<file path="src/rtl/db_arbiter.sv">
// rtl/db_arbiter.sv - two-master round-robin data bus arbiter with lock and slave timeout
module db_arbiter #(
  parameter int TIMEOUT = 64,
  parameter int CW      = 8
) (
  input  logic        clk,
  input  logic        res,
  input  logic [1:0]  m0_accessType,
  input  logic [31:0] m0_addr,
  input  logic [31:0] m0_dataOut,
  input  logic        m0_lock,
  output logic [31:0] m0_dataIn,
  output logic        m0_ready,
  output logic        m0_err,
  input  logic [1:0]  m1_accessType,
  input  logic [31:0] m1_addr,
  input  logic [31:0] m1_dataOut,
  input  logic        m1_lock,
  output logic [31:0] m1_dataIn,
  output logic        m1_ready,
  output logic        m1_err,
  output logic [1:0]  s_accessType,
  output logic [31:0] s_addr,
  output logic [31:0] s_dataOut,
  input  logic [31:0] s_dataIn,
  input  logic        s_ready,
  output logic        grant,
  output logic        busy
);

  localparam logic [1:0] ACC_NONE = 2'd0;

  typedef enum logic {S_IDLE, S_GRANT} state_t;

  state_t        state, state_d;
  logic          last, last_d, grant_d;
  logic [CW-1:0] cnt, cnt_d;
  logic          err0_d, err1_d;

  logic          req0, req1;
  logic [1:0]    g_type;
  logic          g_lock;
  logic          complete;

  assign req0   = (m0_accessType != ACC_NONE);
  assign req1   = (m1_accessType != ACC_NONE);
  assign g_type = grant ? m1_accessType : m0_accessType;
  assign g_lock = grant ? m1_lock : m0_lock;

  // Read data is broadcast; each master qualifies it with its own ready.
  assign m0_dataIn = s_dataIn;
  assign m1_dataIn = s_dataIn;

  assign complete = (state == S_GRANT) && !res && s_ready && (g_type != ACC_NONE);

  always_ff @(posedge clk) begin
    if (res) begin
      state  <= S_IDLE;
      grant  <= 1'b0;
      last   <= 1'b1;
      cnt    <= '0;
      m0_err <= 1'b0;
      m1_err <= 1'b0;
    end else begin
      state  <= state_d;
      grant  <= grant_d;
      last   <= last_d;
      cnt    <= cnt_d;
      m0_err <= err0_d;
      m1_err <= err1_d;
    end
  end

  always_comb begin
    state_d      = state;
    grant_d      = grant;
    last_d       = last;
    cnt_d        = cnt;
    err0_d       = 1'b0;
    err1_d       = 1'b0;
    s_accessType = ACC_NONE;
    s_addr       = grant ? m1_addr : m0_addr;
    s_dataOut    = grant ? m1_dataOut : m0_dataOut;
    m0_ready     = complete && !grant;
    m1_ready     = complete && grant;
    busy         = (state == S_GRANT) && !res;

    case (state)
      S_IDLE: begin
        if (req0 || req1) begin
          grant_d = (req0 && req1) ? ~last : req1;
          cnt_d   = '0;
          state_d = S_GRANT;
        end
      end
      S_GRANT: begin
        if (!res) s_accessType = g_type;
        if (g_type == ACC_NONE) begin
          if (g_lock) cnt_d = '0;
          else        state_d = S_IDLE;
        end else if (s_ready) begin
          // Completion beats a coincident timeout expiry.
          last_d = grant;
          cnt_d  = '0;
          if (!g_lock) state_d = S_IDLE;
        end else if (cnt == CW'(TIMEOUT - 1)) begin
          err0_d  = !grant;
          err1_d  = grant;
          last_d  = grant;
          cnt_d   = '0;
          state_d = S_IDLE;
        end else begin
          cnt_d = cnt + CW'(1);
        end
      end
      default: state_d = S_IDLE;
    endcase
  end

endmodule

</file>
<file path="config.mk">
export PLATFORM = sky130hd
export DESIGN_NAME = db_arbiter
export DESIGN_NICKNAME = d
export VERILOG_FILES = /design/src/rtl/db_arbiter.sv
export SDC_FILE = /design/constraint.sdc
export NUM_CORES = 1
export LEC_CHECK = 0
export BUFFER_PORTS_ARGS = -buffer_cell sky130_fd_sc_hd__buf_2
export CORE_AREA = 2 2 119 121
export CTS_CLUSTER_DIAMETER = 40
export CTS_CLUSTER_SIZE = 30
export DETAILED_ROUTE_END_ITERATION = 12
export DIE_AREA = 0 0 121 123
export GPL_ROUTABILITY_DRIVEN = 0
export GPL_TIMING_DRIVEN = 0
export MAX_ROUTING_LAYER = met4
export PLACE_DENSITY = 0.52
export RECOVER_POWER = 25
export SYNTH_ARGS = -nofsm -noshare
export SYNTH_HDL_FRONTEND = slang
export SYNTH_SLANG_ARGS = --single-unit
</file>
<file path="constraint.sdc">
create_clock -name clk -period 2.5 [get_ports clk]
set_input_delay 0.25 -clock clk [delete_from_list [all_inputs] [get_ports clk]]
set_output_delay 0.25 -clock clk [all_outputs]
set_load 0.1 [all_outputs]
</file>
Word-level counts from Yosys, hierarchy flattened
Cells that the tools add are included.
{"block": "totals", "register_bits": 13, "wordCells": 53}
{"block": "op_classes", "add_sub_neg": 1, "n_eq_ne": 3, "n_mux": 21, "bitwise_logic": 4, "n_reduce_logical": 18}
{"cell": "$mux W32", "n": 2}
{"cell": "$mux W8", "n": 5}
{"cell": "$pmux W8 S2", "n": 1}
{"cell": "$mux W1", "n": 9}
{"cell": "$add A8 B1 Y8 const B", "n": 1}
{"cell": "$eq A8 B6 Y1 const B", "n": 1}
{"cell": "$reduce_bool A2 Y1", "n": 4}
{"cell": "$logic_and A1 B1 Y1", "n": 6}
{"cell": "$mux W2", "n": 3}
{"cell": "$reduce_or A5 Y1", "n": 1}
{"cell": "$not A1 Y1", "n": 4}
{"cell": "$reduce_and A2 Y1", "n": 2}
{"cell": "$ne A3 B3 Y1 const B", "n": 1}
{"cell": "$reduce_and A3 Y1", "n": 1}
{"cell": "$logic_not A1 Y1", "n": 2}
{"cell": "$logic_not A2 Y1", "n": 1}
{"cell": "$ne A2 B2 Y1 const B", "n": 1}
{"cell": "$pmux W1 S2", "n": 1}
{"cell": "$logic_or A1 B1 Y1", "n": 1}

Longest topological paths before layout
{"block": "logic_depth", "depth_word": 5, "depth_mapped": 5}

Worst setup path before layout
Ideal clock, no wire load.
{"block": "synth_timing", "path_kind": "register to output", "from": "register grant", "to": "output port m0_ready", "arrival_time_ns": 4.129, "required_time_ns": 2.250, "path_slack_ns": -1.879, "path_stages_with_launch": 4, "path_buffers": 2, "cell_sequence": "dfxtp_1 > buf_4 > clkbuf_1 > nor4_1"}
{"block": "synth_via", "elab_chain_cells": 4, "word_cells_on_any_way": 5, "classes_between": "mux (1); reduce/logical (4)"}
{"item": "from (decl)", "line_no": "27", "source": "output logic grant,"}
{"item": "from (signal assigned)", "line_no": "66", "source": "grant <= grant_d;"}
{"item": "$mux W2", "line_no": "47", "source": "assign g_type = grant ? m1_accessType : m0_accessType;"}
{"item": "$reduce_bool A2 Y1", "line_no": "54", "source": "assign complete = (state == S_GRANT) && !res && s_ready && (g_type != ACC_NONE);"}
{"item": "$logic_and A1 B1 Y1", "line_no": "54"}
{"item": "$logic_and A1 B1 Y1 (*)", "line_no": "84", "source": "m0_ready = complete && !grant;"}
{"item": "to (decl)", "line_no": "13", "source": "output logic m0_ready,"}
Mark *: on every way between the ends. The rest lies on a longest branch, timed or not.

Worst setup path after layout
{"block": "layout_timing", "from": "register grant", "to": "output port s_addr[30]"}
{"block": "layout_via", "elab_chain_cells": 1}
{"item": "$mux W32", "line_no": "82", "source": "s_addr = grant ? m1_addr : m0_addr;"}
{"item": "to (decl)", "line_no": "23", "source": "output logic [31:0] s_addr,"}
Every way passes these cells.

==> flow_summary_export.csv <==
group,metric,value,unit
run_status,status,"finished, final reports clean",
clock_tree,clock_latency,0.25,ns
synth,synthesis.area,0.00198,mm2
worst_setup_path,cp-end-kind,"output port",
clock_tree,cts_buffer_depth,2,
grt,grtUsageMet1,0.155,
pwr,power.leakage,0.00183,uW
worst_setup_path,critPathBufInv,3,
sta,setup_tns,0,ns
clock_tree,cts_tree,"done",
worst_setup_path,r2r_setup_slack,0.72,ns
finish,final_net_count,675,
grt,overflow,0,
worst_setup_path,cp_top_family,"buffers and inverters",
synth,netlist_instances,229,
pwr,seqPwrFrac,0.100,
route,dr.pass1.iters,4,
die,die_w,121,um
clock_tree,cts_made_buffers,3,
clock_tree,cts-root-buf,"clkbuf_16",
grt,use_met3,0.00969,
clock_tree,cts.sinks,13,
grt,met2_usage,0.206,
grt,grt_pass1_vias,2400,
route,num_vias,2573,
worst_setup_path,cp_slowest_cell,"clkbuf_1",
worst_setup_path,timing.rr.start,"state$_SDFF_PP0_",
route,post_drt_wl_per_cell,14.2,um
die,pin_count,305,
pwr,vdd_drop_max,0.259,mV
sta,worstMarginPinSlew,1.18,ns
worst_setup_path,rr_worst_depth,4,
synth,syn_nets,399,
sta,final-hold-violation-count,0,
worst_setup_path,cp-start-kind,"flop",
route,drt_iter0_drc,112,
grt,grt_antenna_before_repair,0,
worst_setup_path,path_cells,"buf_4 > clkbuf_1 > mux2_2 > buf_2",
synth,synth_seq_area_share,0.131,
clock_tree,htreeDepth,1,
sta,finClkSkew,0.00269,ns
clock_tree,path_clk_slew,0.05,ns
worst_setup_path,startpoint,"grant$_SDFFE_PP0P_",
sta,timing.slew.headroom,0.215,
grt,grt_max_degree,11,
placed_design,dp_hpwl,8670,um
placed_design,place_inst,680,
grt,grt_pass1_wl,13500,um
finish,finalNonFillerCells,684,
sta,fin_hold_ws,0.348,ns
worst_setup_path,cp_max_fo,10,
die,die_h,123,um
synth,ys_types,31,
finish,diodes,0,
die,die_area,0.0149,mm2
die,start_util,0.146,
route,drt_wl_total,9720,um
finish,fillCellCount,1517,
clock_tree,ctsHoldBuffers,0,
pwr,power_frac_comb,0.757,
route,postRouteAntennaNets,0,
run,maxCapViolations,0,
hold_path,min_path_type,"primary input to flop",
pwr,switching_power,1420,uW
sta,setup_viol_count_final,0,
die,core_area,0.0136,mm2
route,drt-vias-per-instance,3.76,
sta,final_max_slew_viol_count,0,
sta,finalCriticalPeriod,2.24,ns
placed_design,port_buffers,271,
worst_setup_path,timing.rr.end,"cnt[2]$_SDFFE_PP0P_",
die,rows,43,
pwr,power.density,599,mW/mm2
grt,globalRouteTotalUtil,0.120,
worst_setup_path,slowest_delay,0.47,ns
worst_setup_path,critical_path_depth,4,
pwr,clockPowerShare,0.143,
sta,rsz0062_at_grt,"no",
grt,busiest_layer,"met2",
pwr,switching_share,0.651,
synth,ys_warn_count,0,
synth,avgSynthCellArea,8.65,um2
route,route.detailed.drc,0,
sta,period_share,0.898,
finish,utilization,0.267,
hold_path,min_path_cells,3,
synth,ys_seq_elements,13,
worst_setup_path,path_class,"flop to output port",
finish,syn2layout_area_growth,83.5,%
worst_setup_path,setup.worst_path.end,"s_addr[30]",
finish,drive_above_1_share,0.748,
pwr,power.internal,760,uW
worst_setup_path,cp.arrival,1.99,ns
sta,max_freq,445,MHz
worst_setup_path,required,2.25,ns
pwr,power.total,2180,uW
[synth_stat cells]
cell type   n  area, um2
mux2_2     64        721
o311ai_0    1       8.76
nand4b_1    2       17.5
a31oi_1     1       6.26
or3b_4      1       11.3
nor3_2      1       10.0
nor4b_1     1       8.76
nor4_2      1       12.5
nand2b_1    1       6.26
nor3b_1     1       7.51
o21ai_0     8       40.0
ha_1        1       12.5
o211a_1     1       10.0
buf_4      65        488
nor3_1      3       15.0
nand4_1     2       12.5
nand3_1    10       50.1
nand3b_1    2       15.0
dfxtp_1    13        260
or2_2       2       12.5
or4_1       2       15.0
a21oi_1     5       25.0
nor4_1      4       25.0
inv_1       4       15.0
o31a_1      2       17.5
nand2_1     6       22.5
mux2i_1     3       30.0
clkbuf_1    8       30.0
o211ai_1    5       37.5
nor2_1      8       30.0
o21a_1      1       7.51
[worst reg2reg max path: stages, from the launching register on]
cell	delay, ns
dfxtp_1	0.43
nand2b_1	0.29
nor3_1	0.72
nand4b_1	0.17
nand3_1	0.11
[registers in the layout, indices dropped and copies added (netlist names)]
signal	flops
cnt	8
grant	1
last	1
m0_err	1
m1_err	1
state	1
[layout by cell type (no fill, tap or decap), types with 3 or more instances in the layout]
cell type / count
a21oi_1: 5
buf_2: 234
buf_4: 65
clkbuf_1: 45
clkbuf_16: 3
dfxtp_1: 12
inv_1: 4
mux2_2: 64
mux2i_1: 3
nand2_1: 6
nand3_1: 10
nor2_1: 5
nor2_4: 3
nor3_1: 3
nor4_1: 3
o211ai_1: 5
o21ai_0: 8
[how the worst min path moves through the flow]
stage | to | start
final | cnt[0]$_SDFFE_PP0P_ | s_ready
after global routing | cnt[0]$_SDFFE_PP0P_ | s_ready
after CTS | cnt[0]$_SDFFE_PP0P_ | s_ready
after detailed placement | cnt[1]$_SDFFE_PP0P_ | cnt[1]$_SDFFE_PP0P_
after global placement | cnt[1]$_SDFFE_PP0P_ | cnt[1]$_SDFFE_PP0P_
after floorplan | cnt[0]$_SDFFE_PP0P_ | s_ready
[metal layers]
metal,vias to the layer above,share of wire
met5,-,0
met4,0,0.011
met3,8,0.057
met2,134,0.52
met1,1121,0.41
li1,1310,-
[layout make-up]
| cell class | count | area [um2] | area share |
|---|---|---|---|
| Timing Repair Buffer | 271 | 1310 | 0.360 |
| Clock buffer | 4 | 78.8 | 0.0217 |
| Multi-Input combinational cell | 139 | 1220 | 0.337 |
| Sequential cell | 13 | 262 | 0.0719 |
| Inverter | 4 | 15.0 | 0.00413 |
| Buffer | 73 | 519 | 0.143 |
| Tap cell | 180 | 225 | 0.0620 |
[power groups by stage]
stage / sequential, uW / combinational (uW) / clock (uW)
after global placement: 222 / 1660 / 0
after CTS: 218 / 1660 / 321
after global routing: 218 / 1700 / 325
final: 218 / 1650 / 312
after floorplan: 229 / 1370 / 0
after detailed placement: 222 / 1660 / 0
[kinds of logic after synthesis]
kind of cell / count (synthesis) / share of synthesized area
AO/OA/AOI/OAI: 24 / 0.0771
adder cells (fa/ha/maj): 1 / 0.00632
buffers and inverters: 77 / 0.269
flip-flops: 13 / 0.131
multiplexers: 67 / 0.379
AND/OR/NAND/NOR: 47 / 0.137
[stage by stage]
step / instance area (um2) / setup WS (ns)
global placement: 3600 / 0.245
floorplan: 2020 / 0.0615
finish: 3630 / 0.255
CTS: 3680 / 0.0220
global route: 3630 / 0.107
detailed placement: 3600 / 0.295
[timing repair]
item | in CTS | in global routing
gates resized for setup | 0 | 2
endpoints found under the setup margin | 0 | 3
buffers inserted | 0 | 0
Note: power is estimated with default switching activity, not from simulation.
